### src/rtl/sicaklik_pkg.sv
// Shared types and constants for the temperature sensor reader.
package sicaklik_pkg;

  typedef enum logic [2:0] {
    S_IDLE     = 3'd0,
    S_CS_SETUP = 3'd1,
    S_SHIFT    = 3'd2,
    S_CS_HOLD  = 3'd3,
    S_PROCESS  = 3'd4,
    S_WAIT     = 3'd5
  } state_e;

  localparam int FRAME_BITS = 16;
  localparam int INT_MSB    = 15;
  localparam int INT_LSB    = 8;

  // A floating (pulled-up) or dead sensor line reads back as all ones.
  localparam logic [FRAME_BITS-1:0] SENSOR_FAULT_FRAME = 16'hFFFF;

endpackage

### src/rtl/sicaklik_okuyucu_if.sv
// Serial sensor bus: read-only SPI mode 0 (sck idle low, sample on rise).
interface sicaklik_okuyucu_if;
  logic sck;
  logic cs_n;
  logic sdo;

  modport master (output sck, output cs_n, input sdo);
  modport slave  (input sck, input cs_n, output sdo);
endinterface

### src/rtl/spi_alici.sv
// SPI mode 0 frame receiver: SCK divider, bit counter and shift register.
// A start pulse launches one 16-bit frame; done pulses on the clk edge that
// drives the final sck fall, by which time frame_o is complete.
module spi_alici
  import sicaklik_pkg::*;
#(
  parameter int CLK_DIV = 25
) (
  input  logic                  clk,
  input  logic                  reset,
  input  logic                  start_i,
  input  logic                  sdo_i,
  output logic                  sck_o,
  output logic                  done_o,
  output logic [FRAME_BITS-1:0] frame_o
);

  localparam int DIV_W = (CLK_DIV > 1) ? $clog2(CLK_DIV) : 1;
  localparam logic [DIV_W-1:0] DIV_LAST = DIV_W'(CLK_DIV - 1);
  localparam int BIT_W = $clog2(FRAME_BITS);
  localparam logic [BIT_W-1:0] BIT_LAST = BIT_W'(FRAME_BITS - 1);

  logic                  busy_q;
  logic                  sck_q;
  logic [DIV_W-1:0]      div_q;
  logic [BIT_W-1:0]      bit_q;
  logic [FRAME_BITS-1:0] sr_q;
  logic                  half_end;

  assign half_end = busy_q && (div_q == DIV_LAST);
  assign done_o   = half_end && sck_q && (bit_q == BIT_LAST);
  assign sck_o    = sck_q;
  assign frame_o  = sr_q;

  // Half-period divider toggles sck; sample on the rising toggle, count bits on the falling one.
  always_ff @(posedge clk) begin
    if (reset) begin
      busy_q <= 1'b0;
      sck_q  <= 1'b0;
      div_q  <= '0;
      bit_q  <= '0;
      sr_q   <= '0;
    end else if (start_i) begin
      busy_q <= 1'b1;
      sck_q  <= 1'b0;
      div_q  <= '0;
      bit_q  <= '0;
    end else if (busy_q) begin
      if (half_end) begin
        div_q <= '0;
        sck_q <= ~sck_q;
        if (!sck_q) begin
          sr_q <= {sr_q[FRAME_BITS-2:0], sdo_i};
        end else begin
          bit_q <= bit_q + BIT_W'(1);
          if (bit_q == BIT_LAST) busy_q <= 1'b0;
        end
      end else begin
        div_q <= div_q + DIV_W'(1);
      end
    end
  end

endmodule

### src/rtl/sicaklik_okuyucu.sv
// Periodic temperature sensor reader: frames the SPI read with cs_n,
// averages 2**AVG_LOG2 good samples and flags an all-ones (absent) sensor.
module sicaklik_okuyucu
  import sicaklik_pkg::*;
#(
  parameter int CLK_DIV       = 25,
  parameter int SAMPLE_PERIOD = 50_000_000,
  parameter int AVG_LOG2      = 2
) (
  input  logic                       clk,
  input  logic                       reset,
  input  logic                       enable,
  sicaklik_okuyucu_if.master         sensor,
  output logic [7:0]                 sicaklik,
  output logic                       sicaklik_valid,
  output logic                       hata
);

  localparam int DIV_W = (CLK_DIV > 1) ? $clog2(CLK_DIV) : 1;
  localparam logic [DIV_W-1:0] DIV_LAST = DIV_W'(CLK_DIV - 1);
  localparam int PER_W = $clog2(SAMPLE_PERIOD + 1);
  localparam logic [PER_W-1:0] PER_LAST = PER_W'(SAMPLE_PERIOD);
  localparam int ACC_W = 8 + AVG_LOG2;
  localparam int CNT_W = AVG_LOG2 + 1;

  state_e                  state_q;
  logic                    cs_n_q;
  logic [DIV_W-1:0]        tcnt_q;
  logic [PER_W-1:0]        per_q;
  logic signed [ACC_W-1:0] acc_q;
  logic [CNT_W-1:0]        cnt_q;
  logic [CNT_W-1:0]        cnt_inc;
  logic                    pend_q;
  logic [7:0]              sicaklik_q;
  logic                    valid_q;
  logic                    hata_q;

  logic                    start;
  logic                    done;
  logic                    sck_w;
  logic [FRAME_BITS-1:0]   frame;
  logic signed [7:0]       samp;

  assign start   = (state_q == S_CS_SETUP) && (tcnt_q == DIV_LAST);
  assign samp    = frame[INT_MSB:INT_LSB];
  // 2**AVG_LOG2 is the only count value with the top bit set.
  assign cnt_inc = cnt_q + CNT_W'(1);

  spi_alici #(.CLK_DIV(CLK_DIV)) u_spi (
    .clk     (clk),
    .reset   (reset),
    .start_i (start),
    .sdo_i   (sensor.sdo),
    .sck_o   (sck_w),
    .done_o  (done),
    .frame_o (frame)
  );

  assign sensor.sck     = sck_w;
  assign sensor.cs_n    = cs_n_q;
  assign sicaklik       = sicaklik_q;
  assign sicaklik_valid = valid_q;
  assign hata           = hata_q;

  // Conversion sequencer, period timer, averaging and registered outputs.
  always_ff @(posedge clk) begin
    if (reset) begin
      state_q    <= S_IDLE;
      cs_n_q     <= 1'b1;
      tcnt_q     <= '0;
      per_q      <= '0;
      acc_q      <= '0;
      cnt_q      <= '0;
      pend_q     <= 1'b0;
      sicaklik_q <= '0;
      valid_q    <= 1'b0;
      hata_q     <= 1'b0;
    end else begin
      valid_q <= 1'b0;
      if (per_q != PER_LAST) per_q <= per_q + PER_W'(1);

      // Publish one cycle after PROCESS, so valid lands two cycles after cs_n rise.
      if (pend_q) begin
        sicaklik_q <= 8'(acc_q >>> AVG_LOG2);
        valid_q    <= 1'b1;
        acc_q      <= '0;
        cnt_q      <= '0;
        pend_q     <= 1'b0;
      end

      case (state_q)
        S_IDLE: begin
          if (enable) begin
            state_q <= S_CS_SETUP;
            cs_n_q  <= 1'b0;
            tcnt_q  <= '0;
          end
        end
        S_CS_SETUP: begin
          if (tcnt_q == DIV_LAST) state_q <= S_SHIFT;
          else                    tcnt_q  <= tcnt_q + DIV_W'(1);
        end
        S_SHIFT: begin
          if (done) begin
            state_q <= S_CS_HOLD;
            tcnt_q  <= '0;
          end
        end
        S_CS_HOLD: begin
          if (tcnt_q == DIV_LAST) begin
            state_q <= S_PROCESS;
            cs_n_q  <= 1'b1;
            // Period is measured from this edge; the first cycle after it counts as 1.
            per_q   <= PER_W'(1);
          end else begin
            tcnt_q <= tcnt_q + DIV_W'(1);
          end
        end
        S_PROCESS: begin
          if (frame == SENSOR_FAULT_FRAME) begin
            hata_q <= 1'b1;
          end else begin
            hata_q <= 1'b0;
            acc_q  <= acc_q + ACC_W'(samp);
            cnt_q  <= cnt_inc;
            if (cnt_inc[AVG_LOG2]) pend_q <= 1'b1;
          end
          state_q <= enable ? S_WAIT : S_IDLE;
        end
        S_WAIT: begin
          if (!enable) begin
            state_q <= S_IDLE;
          end else if (per_q == PER_LAST) begin
            state_q <= S_CS_SETUP;
            cs_n_q  <= 1'b0;
            tcnt_q  <= '0;
          end
        end
        default: state_q <= S_IDLE;
      endcase
    end
  end

endmodule

### src/flat_wrapper.sv
// flat-port wrapper written by rule: the top's interface ports become plain ports
module sicaklik_okuyucu_flat import sicaklik_pkg::*;
#(
  parameter int CLK_DIV       = 25,
  parameter int SAMPLE_PERIOD = 50_000_000,
  parameter int AVG_LOG2      = 2
)
  (clk, reset, enable, sicaklik, sicaklik_valid, hata, sensor_sck, sensor_cs_n, sensor_sdo);
  sicaklik_okuyucu_if sensor_i ();
  input  logic clk;
  input  logic reset;
  input  logic enable;
  output logic [7:0] sicaklik;
  output logic sicaklik_valid;
  output logic hata;
  output wire logic [$bits(sensor_i.sck)-1:0] sensor_sck;
  output wire logic [$bits(sensor_i.cs_n)-1:0] sensor_cs_n;
  input wire logic [$bits(sensor_i.sdo)-1:0] sensor_sdo;
  assign sensor_sck = sensor_i.sck;
  assign sensor_cs_n = sensor_i.cs_n;
  assign sensor_i.sdo = sensor_sdo;
  sicaklik_okuyucu #(.CLK_DIV(CLK_DIV), .SAMPLE_PERIOD(SAMPLE_PERIOD), .AVG_LOG2(AVG_LOG2)) u_core (.clk(clk), .reset(reset), .enable(enable), .sensor(sensor_i), .sicaklik(sicaklik), .sicaklik_valid(sicaklik_valid), .hata(hata));
endmodule
### config.mk
export PLATFORM = sky130hd
export DESIGN_NAME = sicaklik_okuyucu_flat
export DESIGN_NICKNAME = d
export VERILOG_FILES = /design/src/rtl/sicaklik_pkg.sv /design/src/rtl/sicaklik_okuyucu_if.sv /design/src/rtl/spi_alici.sv /design/src/rtl/sicaklik_okuyucu.sv /design/src/flat_wrapper.sv
export SDC_FILE = /design/constraint.sdc
export NUM_CORES = 1
export LEC_CHECK = 0
export BUFFER_PORTS_ARGS = -buffer_cell sky130_fd_sc_hd__buf_2
export CORE_MARGIN = 2
export CORE_UTILIZATION = 55
export DETAILED_ROUTE_END_ITERATION = 8
export GPL_TIMING_DRIVEN = 0
export PLACE_DENSITY = 0.73
export SETUP_SLACK_MARGIN = 0.4
export SYNTH_ARGS = -nofsm -noshare
export SYNTH_HDL_FRONTEND = slang
export SYNTH_SLANG_ARGS = --single-unit
### constraint.sdc
create_clock -name clk -period 2 [get_ports clk]
set_input_delay 0 -clock clk [delete_from_list [all_inputs] [get_ports clk]]
set_output_delay 0 -clock clk [all_outputs]
set_load 0.02 [all_outputs]
==> impl_metrics.yaml, run 1 <==
timing:
  hold_violations: 0
  setup_violations: 4
  fmax_mhz: 476.9
  final.setup.tns_ns: -0.1808
  worstMarginPinSlew_ns: 0.6558
  slew_headroom_pct: 56.28
  fin_crit_ns: 2.097
  skew_ns: 0.009333
  drv_slew: 0
  worst_slack_ns: -0.09681
  rsz0062_at_grt: "yes"
  fin_crit_sh_pct: 104.8
synthesis:
  synthArstFlopShare_pct: 0
  yosysTopAreaCell: "dfxtp_1"
  yosys.area.top_type_share_pct: 42.12
  synth_edf_count: 0
  avgSynthCellArea_sq_um: 9.004
  yosysWarnings: 0
  ys_seq_area_share_pct: 42.12
  syn_area_sq_mm: 0.004088
  syn-num-nets: 476
  synth.top_cells.by_count: "86 x dfxtp_1, 86 x nor2_1, 28 x mux2i_1"
  ys_types: 55
  ys_ff_latch: 86
  netlist_top_cells_area: "dfxtp_1 42%, nor2_1 7.9%, mux2i_1 6.9%"
  synth_cells: 454
  synthFlopType: "dfxtp_1"
clock_tree:
  cts_root_buffer: "clkbuf_8"
  numClockSinks: 86
  worst_skew_pair.late_latency_ns: 0.35
  cts_buffers: 9
  htree_levels: 3
  cts_tree: "built"
  clk_pin_slew_ns: 0.08
  clockBufferDepth: 2
global_routing:
  grt_max_degree: 15
  antenna_found_initial: 0
  grt.total_usage_pct: 24.14
  overflow: 0
  grt_pass1_vias: 3495
  met1_usage_pct: 28.47
  use_met3_pct: 3.604
  grt-busiest-layer: "met2"
  grt.met2_usage_pct: 43.61
  grt_pass1_wl_um: 16130
power:
  p_sw_uw: 755.2
  p_seq_share_pct: 53.8
  total_leakage_power_uw: 0.002278
  p_per_area_mw_per_mm2: 547.0
  p_int_uw: 2451
  ir_drop_mv: 0.4007
  swShare_pct: 23.55
  combPwrFrac_pct: 6.3
  p_clk_share_pct: 39.9
layout:
  multi_input_area_sq_mm: 0.002897
  drive_above_1_share_pct: 42.70
  regArea_sq_mm: 0.001773
  fin_nets: 558
  syn_to_final_growth_pct: 43.40
  stdcell_count: 640
  fill_cells: 425
  num_antenna_cells: 0
floorplanning:
  dieHeight_um: 90.21
  die_area_sq_mm: 0.008138
  pin_count: 16
  row_count: 31
  die_x_um: 90.21
  core-area_sq_mm: 0.007214
  initial_core_util_pct: 56.66
worst_hold_path:
  holdPathStages: 4
  hold_class: "input pin to register"
routing:
  num_vias: 3599
  route.detailed.drc: 0
  drt-total-wl_um: 11390
  ant_nets: 0
  routed_via_density: 5.623
  drt_iter0_drc: 171
  drt_pass1_iterations: 4
  wl_per_cell_um: 17.79
critical_path:
  worstPathArrival_ns: 2.34
  cp-end-kind: "register"
  worstRegToRegCells: 8
  worstPathRequired_ns: 2.24
  path_max_fanout: 2
  cp-start-kind: "register"
  worst-setup-path-type: "register to register"
placement:
  dp_hpwl_um: 6038
  dp_cells: 567
  gp_congestion: 0.7912
  io_buffers: 14
  place_ws_ns: -0.1344
status:
  violations: "negative setup slack"
  status: "complete, but fails checks"
job:
  maxCapViolations: 0
-- cell type report --
cell class	instances	share of cell area, %
multi-input cells	334	49.41
well taps	99	2.113
repair buffers	71	10.69
clock buffers	12	2.647
clock inverters	4	0.8965
plain buffers	20	3.095
flip-flops and latches	86	30.25
inverters	14	0.8965
-- metrics by stage --
stage | area (sq um) | power [uW] | util, % | hold WS (ns)
after floorplan | 4260 | 1844 | - | 0.1472
after global placement | 4454 | 1871 | 61.74 | 0.2402
after detailed placement | 4454 | 1875 | 61.74 | 0.2488
after global routing | 5862 | 3297 | 81.25 | 0.2190
after CTS | 5306 | 3147 | 73.55 | 0.2162
final | 5862 | 3207 | 81.25 | 0.1958
-- placed cells by master (no fill, tap or decap), types with 3 or more instances in the layout --
cell	synthesis	layout
a21o_1	7	7
a21oi_1	20	12
a21oi_2	0	8
and2_1	5	5
and3_1	4	3
buf_2	5	17
buf_4	1	28
buf_6	0	27
buf_8	0	3
clkbuf_1	13	7
clkbuf_8	0	14
dfxtp_1	86	61
dfxtp_2	0	17
dfxtp_4	0	8
ha_1	17	11
ha_4	0	6
inv_1	14	12
mux2i_1	28	28
nand2_1	24	18
nand2_2	0	4
nand3_1	14	7
nand3_2	0	4
nand3_4	0	3
nand3b_1	5	5
nand4_1	17	17
nor2_1	86	54
nor2_2	0	11
nor2_4	0	21
nor3_1	10	7
nor3_4	1	5
nor3b_2	0	6
nor4_4	1	4
xnor2_1	13	10
xnor2_2	0	3
xor2_1	27	22
xor2_2	0	5
-- cells by family after synthesis --
| family | after synthesis | synth area share, % |
|---|---|---|
| AOI/OAI and AO/OA | 47 | 7.683 |
| xor gates and xnor gates | 40 | 8.571 |
| adders and majority gates | 18 | 5.693 |
| buffers and inverters | 34 | 3.367 |
| DFF | 86 | 42.12 |
| muxes | 30 | 7.407 |
| and+or+nand+nor | 199 | 25.16 |
-- critical path, cell delays in order (launching register included) --
cell and delay [ns]:
dfxtp_4 0.36, ha_4 0.16, fa_2 0.35, a21o_1 0.18
a21oi_2 0.20, o211ai_1 0.19, a2111oi_2 0.37, a41oi_1 0.10
o41ai_1 0.09
-- power by group through the flow --
stage                     Sequential (uW)  Combinational, uW  Clock (uW)
after floorplan                      1770               73.4           0
after detailed placement             1770                103           0
final                                1720                202        1280
after CTS                            1730                141        1280
after global routing                 1730                213        1360
after global placement               1770               99.5           0
-- path summary, 6_finish.rpt --
check                           from                 end  slack [ns]
min reg2reg       u_core.sensor.cs_n  u_core.sensor.cs_n        0.49
min                           enable  u_core.sensor.cs_n        0.20
max          u_core.u_spi.frame_o[8]     u_core.acc_q[8]        -0.1
max reg2reg  u_core.u_spi.frame_o[8]     u_core.acc_q[8]        -0.1
-- state kept, by name, indices dropped and copies added (netlist names) --
signal                 cells
u_core.per_q              26
u_core.u_spi.frame_o      16
u_core.acc_q              10
u_core.sicaklik            8
u_core.tcnt_q              5
u_core.u_spi.div_q         5
u_core.u_spi.bit_q         4
u_core.cnt_q               3
u_core.state_q             3
u_core.hata                1
u_core.pend_q              1
u_core.sensor.cs_n         1
u_core.sicaklik_valid      1
u_core.u_spi.busy_q        1
u_core.u_spi.sck_o         1
-- per-layer routing --
layer,vias up,wire (um)
li1,1735,-
met1,1755,4736
met2,83,6045
met3,26,319
met4,0,283
met5,-,0
-- timing repair --
| item | 4_1_cts | 5_1_grt |
|---|---|---|
| setup buffers | 33 | 18 |
| gates cloned | 3 | 2 |
| hold endpoints to repair | 1 | 0 |
| pin swaps | 46 | 50 |
| hold buffers | 1 | 0 |
| gates resized for setup | 86 | 99 |
| endpoints found under the setup margin | 82 | 75 |
No activity file was read; power rests on OpenSTA's default activity.
==> inputs of run 2 (changes only) <==
- CORE_UTILIZATION: 55 -> 33
- PLACE_DENSITY: 0.73 -> 0.48
==> impl_metrics.yaml, run 2 (synthesis results as in run 1) <==
placement:
  dp_hpwl_um: 6365
  placed_cell_area_sq_mm: 0.004541
  place_ws_ns: -0.08999
  gp_congestion: 0.7699
  dp_cells: 636
  io_buffers: 14
layout:
  design_area_sq_mm: 0.005743
  fin_nets: 553
  largest_register_ffs: 26
  drive_above_1_share_pct: 38.62
  mostFrequentLayoutCell: "nor2_1"
  syn_to_final_growth_pct: 40.50
  top_register: "u_core.per_q"
  layout_common_cells: "76 x nor2_1, 57 x dfxtp_1, 36 x buf_4"
  stdcell_count: 704
  num_antenna_cells: 0
power:
  p_sw_uw: 785.2
  ir_drop_mv: 0.3731
  p_seq_share_pct: 50.6
  swShare_pct: 23.07
  p_per_area_mw_per_mm2: 592.6
  combPwrFrac_pct: 4.8
  total_leakage_power_uw: 0.002256
  p_clk_share_pct: 44.7
  p_int_uw: 2618
critical_path:
  cp-start-kind: "register"
  worstPathRequired_ns: 2.28
  worstPathArrival_ns: 2.28
  cp_top_family: "compound AO/OA/AOI/OAI gates"
  path_max_fanout: 3
  worst-setup-path-type: "register to register"
  max_stage_delay_ns: 0.50
  cp_num_buf_inv: 0
  reg2reg_slack_ns: 0.0002
  slowest_stage: "or4_4"
  cp-end-kind: "register"
  path_cells: "ha_4, a21o_1, nand4_1, a211oi_2, or4_4, a211o_1, a31oi_1"
global_routing:
  grt_max_degree: 14
  grt.total_usage_pct: 15.12
  antenna_found_initial: 0
  met1_usage_pct: 21.50
  grt.met2_usage_pct: 21.22
  overflow: 0
  use_met3_pct: 3.268
  grt_pass1_vias: 3113
  grt_pass1_wl_um: 15420
  grt-busiest-layer: "met1"
clock_tree:
  cts_root_buffer: "clkbuf_16"
  htree_levels: 3
  clockBufferDepth: 2
  cts_tree: "built"
  clk_pin_slew_ns: 0.06
  cts_buffers: 9
  worst_skew_pair.late_latency_ns: 0.35
  numClockSinks: 86
floorplanning:
  initial_core_util_pct: 33.89
  die_x_um: 115.3
  pin_count: 16
  dieHeight_um: 115.3
  core-area_sq_mm: 0.01206
  die_area_sq_mm: 0.01329
  row_count: 40
timing:
  worst_slack_ns: 0.0001616
  hold_violations: 0
  worstMarginPinSlew_ns: 0.6144
  final.setup.tns_ns: 0
  fin_crit_sh_pct: 99.99
  whs_ns: 0.2597
  fmax_mhz: 500.0
  setup_violations: 0
  skew_ns: 0.01092
  drv_slew: 0
  fin_crit_ns: 2.000
  rsz0062_at_grt: "yes"
  slew_headroom_pct: 59.04
routing:
  drt_iter0_drc: 111
  drt_pass1_iterations: 4
  num_vias: 3408
  wl_per_cell_um: 13.85
  route.detailed.drc: 0
  routed_via_density: 4.841
  ant_nets: 0
  drt-total-wl_um: 9749
worst_hold_path:
  hold_class: "input pin to register"
job:
  maxCapViolations: 0
status:
  status: "complete, no violations"
-- run 2: cell types whose count changed in the layout (fill, tap and decap cells not counted), sizes merged --
cell / before / now
bufinv: 1 / 0
clkbuf: 26 / 21
clkinv: 2 / 4
inv: 15 / 14
-- run 2: what timing repair did --
item	4_1_cts	5_1_grt
pin swaps	33	34
cloned	1	2
hold endpoints to repair	1	0
setup buffers	29	19
resized for setup	48	104
hold buffers	1	0
setup endpoints to repair	83	79
-- run 2: metal layers --
layer	routed length, um	part of all wire [%]	vias to the layer above
met2	4341	45	28
met3	239	2.5	14
met5	0	0	-
met1	4929	51	1629
met4	239	2.5	0
li1	-	-	1737
-- run 2: worst min-delay path, cell delays in order --
cell     delay, ns
buf_2         0.11
nor2b_1       0.15
a22oi_2       0.20
a21o_1        0.13
-- run 2: path summary, 6_finish.rpt --
| kind | depth (start not counted) | endpoint | startpoint |
|---|---|---|---|
| worst max-delay path | 7 | u_core.acc_q[9] | u_core.acc_q[1] |
| worst min-delay path | 4 | u_core.sensor.cs_n | enable |
| worst max register to register | 7 | u_core.acc_q[9] | u_core.acc_q[1] |
| worst min register to register | 1 | u_core.sensor.cs_n | u_core.sensor.cs_n |
-- run 2: cell type report --
| class | count | area [sq um] |
|---|---|---|
| Clock inverter | 4 | 23.77 |
| Timing Repair Buffer | 66 | 540.5 |
| Inverter | 14 | 52.55 |
| Multi-Input combinational cell | 334 | 2730 |
| Buffer | 20 | 163.9 |
| Clock buffer | 12 | 236.5 |
| Fill cell | 1169 | 6319 |
| Tap cell | 168 | 210.2 |
| Sequential cell | 86 | 1785 |
-- run 2: per-stage QoR --
stage | power, uW | util (%)
after floorplan | 1844 | -
after global placement | 1877 | 37.65
after CTS | 3418 | 43.24
after global routing | 3534 | 47.61
after detailed placement | 1878 | 37.65
final | 3403 | 47.61
-- run 2: power by group through the flow --
| stage | registers [uW] | clock network [uW] | logic (uW) |
|---|---|---|---|
| 4_1_cts | 1720 | 1560 | 134 |
| 6_report | 1720 | 1520 | 162 |
| 2_1_floorplan | 1770 | 0 | 73.4 |
| 3_3_place_gp | 1770 | 0 | 106 |
| 5_1_grt | 1720 | 1640 | 178 |
| 3_5_place_dp | 1770 | 0 | 107 |
